$ cat src/rtl/disp_seq_ctrl.sv
// disp_seq_ctrl: steps through 16-bit ROM frames on a 1 ms tick and scans them
// onto a 4-digit common-anode 7-segment display.
module disp_seq_ctrl #(
    parameter int FRAME_MS   = 500,
    parameter int NUM_FRAMES = 8,
    parameter int ADDR_W     = 3
) (
    input  logic              clk,
    input  logic              rst,
    input  logic              ms_tick,
    input  logic              start,
    input  logic              stop,
    input  logic              loop,
    output logic [ADDR_W-1:0] frame_addr,
    input  logic [15:0]       frame_data,
    output logic [3:0]        an,
    output logic [6:0]        seg,
    output logic              dp,
    output logic              busy,
    output logic              done
);
    localparam logic [1:0] IDLE  = 2'd0;
    localparam logic [1:0] FETCH = 2'd1;
    localparam logic [1:0] LOAD  = 2'd2;
    localparam logic [1:0] SHOW  = 2'd3;
    localparam logic [ADDR_W-1:0] LAST_ADDR = ADDR_W'(NUM_FRAMES - 1);
    localparam logic [15:0]       LAST_MS   = 16'(FRAME_MS - 1);

    logic [1:0]        state_q, state_d;
    logic [ADDR_W-1:0] addr_q, addr_d;
    logic [15:0]       disp_q, disp_d;
    logic [15:0]       ms_cnt_q, ms_cnt_d;
    logic [1:0]        digit_q, digit_d;
    logic [3:0]        an_q, an_d;
    logic [6:0]        seg_q, seg_d;
    logic              done_q, done_d;
    logic              frame_end;
    logic [3:0]        nib;

    function automatic logic [6:0] hex7seg(input logic [3:0] v);
        case (v)
            4'h0: hex7seg = 7'b1000000;
            4'h1: hex7seg = 7'b1111001;
            4'h2: hex7seg = 7'b0100100;
            4'h3: hex7seg = 7'b0110000;
            4'h4: hex7seg = 7'b0011001;
            4'h5: hex7seg = 7'b0010010;
            4'h6: hex7seg = 7'b0000010;
            4'h7: hex7seg = 7'b1111000;
            4'h8: hex7seg = 7'b0000000;
            4'h9: hex7seg = 7'b0010000;
            4'hA: hex7seg = 7'b0001000;
            4'hB: hex7seg = 7'b0000011;
            4'hC: hex7seg = 7'b1000110;
            4'hD: hex7seg = 7'b0100001;
            4'hE: hex7seg = 7'b0000110;
            default: hex7seg = 7'b0001110;
        endcase
    endfunction

    always_comb begin
        state_d   = state_q;
        addr_d    = addr_q;
        disp_d    = disp_q;
        ms_cnt_d  = ms_cnt_q;
        done_d    = 1'b0;
        frame_end = (state_q == SHOW) && ms_tick && (ms_cnt_q == LAST_MS);
        if (stop && state_q != IDLE) begin
            state_d = IDLE;
            addr_d  = '0;
        end else begin
            case (state_q)
                IDLE: if (start && !stop) begin
                    state_d = FETCH;
                    addr_d  = '0;
                end
                FETCH: state_d = LOAD;
                LOAD: begin
                    disp_d   = frame_data;
                    ms_cnt_d = '0;
                    state_d  = SHOW;
                end
                default: if (frame_end) begin
                    addr_d  = (addr_q != LAST_ADDR) ? addr_q + 1'b1 : '0;
                    state_d = (addr_q != LAST_ADDR || loop) ? FETCH : IDLE;
                    done_d  = (addr_q == LAST_ADDR) && !loop;
                end else if (ms_tick) begin
                    ms_cnt_d = ms_cnt_q + 16'd1;
                end
            endcase
        end
        // the scan keeps running across frame fetches so the display never stalls
        digit_d = digit_q + 2'((state_q != IDLE) && ms_tick);
        nib     = disp_q[{digit_q, 2'b00} +: 4];
        an_d    = (state_d == IDLE) ? 4'hF : ~(4'b0001 << digit_q);
        seg_d   = (state_d == IDLE) ? 7'h7F : hex7seg(nib);
    end

    always_ff @(posedge clk or negedge rst) begin
        if (!rst) begin
            state_q  <= IDLE;
            addr_q   <= '0;
            disp_q   <= '0;
            ms_cnt_q <= '0;
            digit_q  <= '0;
            an_q     <= 4'hF;
            seg_q    <= 7'h7F;
            done_q   <= 1'b0;
        end else begin
            state_q  <= state_d;
            addr_q   <= addr_d;
            disp_q   <= disp_d;
            ms_cnt_q <= ms_cnt_d;
            digit_q  <= digit_d;
            an_q     <= an_d;
            seg_q    <= seg_d;
            done_q   <= done_d;
        end
    end

    assign frame_addr = addr_q;
    assign an         = an_q;
    assign seg        = seg_q;
    assign dp         = 1'b1;
    assign busy       = (state_q != IDLE);
    assign done       = done_q;
endmodule

$ cat config.mk
export PLATFORM = sky130hd
export DESIGN_NAME = disp_seq_ctrl
export DESIGN_NICKNAME = d
export VERILOG_FILES = /design/src/rtl/disp_seq_ctrl.sv
export SDC_FILE = /design/constraint.sdc
export NUM_CORES = 1
export LEC_CHECK = 0
export ABC_AREA = 0
export BUFFER_PORTS_ARGS = -buffer_cell sky130_fd_sc_hd__buf_2
export CAP_MARGIN = 40
export CORE_ASPECT_RATIO = 0.6
export CORE_MARGIN = 2
export CORE_UTILIZATION = 30
export DETAILED_ROUTE_END_ITERATION = 10
export SETUP_SLACK_MARGIN = 0.1
export SYNTH_ARGS = -nofsm -noshare
export SYNTH_HDL_FRONTEND = slang
export SYNTH_SLANG_ARGS = --single-unit
$ cat constraint.sdc
create_clock -name clk -period 2.8 [get_ports clk]
set_input_delay 0.28 -clock clk [delete_from_list [all_inputs] [get_ports clk]]
set_output_delay 0.28 -clock clk [all_outputs]
set_load 0.1 [all_outputs]
==> summary.md <==
| Metric | Value |
|---|---|
| Status | finished, final reports clean |
| Initial Utilization | 0.3066 |
| CTS max path bufs | 2 |
| Int Pwr | ~2.2 mW |
| Crit-path max FO | 11 |
| Gpl congestion | about 0.82 |
| Final Slew Violations | 0 |
| Seq/Total Area, Yosys | 0.4613 |
| Port buffer count | 37 |
| Post-synth EDFFs | 0 |
| GR peak layer | met1 |
| Yosys top cell by area | dfrtp_1 |
| Comb power frac | 0.566 |
| Commonest cells after routing, fill and taps aside | dfrtp_1 (40), buf_2 (37), nor2_1 (19), nand2_1 (18), mux2_2 (18) |
| Cell count after synthesis | roughly 260 |
| Fin Setup TNS | 0 ns |
| Multi-input logic area | ~1400 um2 |
| Post-synth top flop | dfrtp_1 |
| Core area | roughly 9100 um2 |
| Clock skew | around 0.0054 ns |
| Rows | 27 |
| Final-report hold violation count | 0 |
| Finished Layout Cells | approximately 420 |
| Syn Std Cell Area | ~2800 um2 |
| First-pass GRT wire length | roughly 11000 um |
| VDD IR max | 0.0003762 V |
| Met1 Use GR | 0.2173 |
| HPWL after detailed placement | 4969 um |
| Avg Cell Area, Syn | 10.80 um2 |
| Post-CTS setup buffers | 0 |
| # resized after CTS | 0 |
| RSZ-0062 raised after global routing | no |
| Initial drt markers | ~140 |
| Ports | 39 |
| Die Wd | 128.6 um |
| Switch share | 0.4742 |
| Congestion Overflow GR | 0 |
| Final hold slack | approximately 0.22 ns |
| Worst Max-Slew Pin Slew | 0.6202 ns |
| Hold buffers post-CTS | 1 |
| Leak Pwr | around 1.4 nW |
| Worst setup path class | flip-flop to flip-flop |
| Placed cells | 408 |
| Area contributors post-synth | dfrtp_1 (36%), dfstp_2 (10%), mux2_2 (7.2%) |
| Later-pin clock latency in the skew report | a little under 0.3 ns |
| Setup violators final | 0 |
| YS warnings | 0 |
| Unique masters post-synth | 49 |
| FILL cells | 930 |
| Register Area | approximately 1300 um2 |
| WL final | roughly 6400 um |
| Post-route ant nets | 0 |
| Average routed wire per standard cell | 15.29 um |
| H-tree levels | 2 |
| Diode count | 0 |
| Initial antenna violation count | 0 |
| Critical Path RT | around 3.0 ns |
| Final instance area | between 3000 and 4000 um2 |
| Via count | 2110 |
| Min Tclk post-route | approximately 2.5 ns |
| Fin nets | around 340 |
| Root Driver | clkbuf_16 |
| Clk pwr share | 0.138 |
| Area delta synth->final | 17.49% |
| Total CTS buffers | 5 |
| Vias per cell | approximately 5.1 |
| Yosys top cell area share | 0.3579 |
| Total GRT Usage | 0.1377 |
| Relative slew slack | 0.5827 |
| NetSw | 2.009 mW |
| TritonRoute pass-1 iters | 4 |
| Largest net degree at the start of global routing | 26 |
| MaxCap Viol Count | 0 |
| Tcrit/Tclk final | 0.8986 |
| Placed inst area | approximately 3100 um2 |
| CTS tree | done |
| Seq cells post-synth | 51 |
| Die Footprint | about 10000 um2 |
| Hold Crit Class | input port to flip-flop |
| Number of global-route vias before repair | 2145 |
| Share of cells above drive strength 1 | 0.3422 |
| FMAX | between 0.3 and 0.4 GHz |
| Final core utilization | 0.3602 |
| Async set or reset register ratio after synthesis | 1.000 |
| Die H | just under 80 um |
| Syn nets | slightly below 300 |
| Residual DRC count | 0 |
| Worst setup EP type | flip-flop |
| Sequential Power Share | 0.296 |
| Met2 Track Usage GR | 0.1788 |
| Most common cell after layout, fill and taps aside | dfrtp_1 |
| Clk slew on worst S/H paths | 0.07 ns |
| P per Cell Area | approximately 1300 nW/um2 |
| M3 GR Usage | 0.03976 |
| Worst EP arrival | 2.71 ns |
| R2R Setup Slk | about 0.28 ns |
| Clock Sink Count | between 50 and 60 |
| Startpoint types | flip-flop |
[power by group through the flow]
stage                     Sequential, mW  Combinational (mW)  Clock, mW
after floorplan                     1.65                1.53          0
after CTS                           1.26                2.41      0.610
after global routing                1.30                2.63      0.638
after detailed placement            1.27                2.40          0
final                               1.25                2.40      0.584
after global placement              1.26                2.34          0
[sequential cells by signal, indices dropped and copies added (netlist names)]
name / cells
frame_addr: 3
done: 1
state_q: 2
an: 4
ms_cnt_q: 16
disp_q: 16
digit_q: 2
seg: 7
[worst paths after layout]
path / start / endpoint / cells past startpoint
worst min-delay path: frame_data[11] / disp_q[11] / 2
worst max register to register: ms_cnt_q[9] / seg[4] / 6
worst min register to register: disp_q[7] / disp_q[7] / 1
worst max-delay path: ms_cnt_q[9] / seg[4] / 6
min in group asynchronous: rst / ms_cnt_q[7] / 2
max in group asynchronous: rst / an[3] / 3
[through the flow]
step	setup slack [ns]	power, mW
after floorplan	0.1588	3.185
after global placement	0.3971	3.600
after detailed placement	0.3301	3.670
after CTS	0.3128	4.280
after global routing	0.2152	4.569
final	0.2840	4.238
[synth_stat cells, types with 7 or more instances]
| master | count |
|---|---|
| nor2_1 | 19 |
| inv_1 | 9 |
| a21oi_1 | 9 |
| dfrtp_1 | 40 |
| dfstp_2 | 11 |
| o21ai_2 | 8 |
| nand3_1 | 8 |
| ha_1 | 14 |
| nor2b_1 | 10 |
| clkbuf_1 | 9 |
| nand2_1 | 18 |
| nor3_1 | 7 |
| mux2_2 | 18 |
| o21ai_0 | 13 |
[cells by family after synthesis]
| group | after synthesis | synth area share |
|---|---|---|
| DFF | 51 | 0.4613 |
| adders and majority gates | 14 | 0.06264 |
| xor gates and xnor gates | 7 | 0.02192 |
| buffers and inverters | 21 | 0.03490 |
| other | 1 | 0.001341 |
| muxes | 22 | 0.1047 |
| AOI/OAI and AO/OA | 48 | 0.1235 |
| and+or+nand+nor | 95 | 0.1897 |
[worst max-delay path, cell delays in order, from the launching register on]
cell	delay, ns
dfrtp_1	0.44
or4_4	0.56
or4b_4	0.54
nor4_4	0.29
o32ai_2	0.15
buf_4	0.21
o221ai_1	0.22
[layout make-up]
| cell class | count | area share |
|---|---|---|
| sequential | 51 | 0.3926 |
| clock inverter | 3 | 0.004570 |
| clock buffer | 5 | 0.03808 |
| timing repair buffer | 46 | 0.08149 |
| inverter | 9 | 0.01028 |
| tap | 116 | 0.04417 |
| multi-input combinational | 187 | 0.4288 |
[layer usage]
layer,wire [um],vias to the layer above
li1,-,1014
met1,3507,1022
met2,2360,66
met3,428,8
met4,79,0
met5,0,-
No activity file was read; power rests on OpenSTA's default activity.
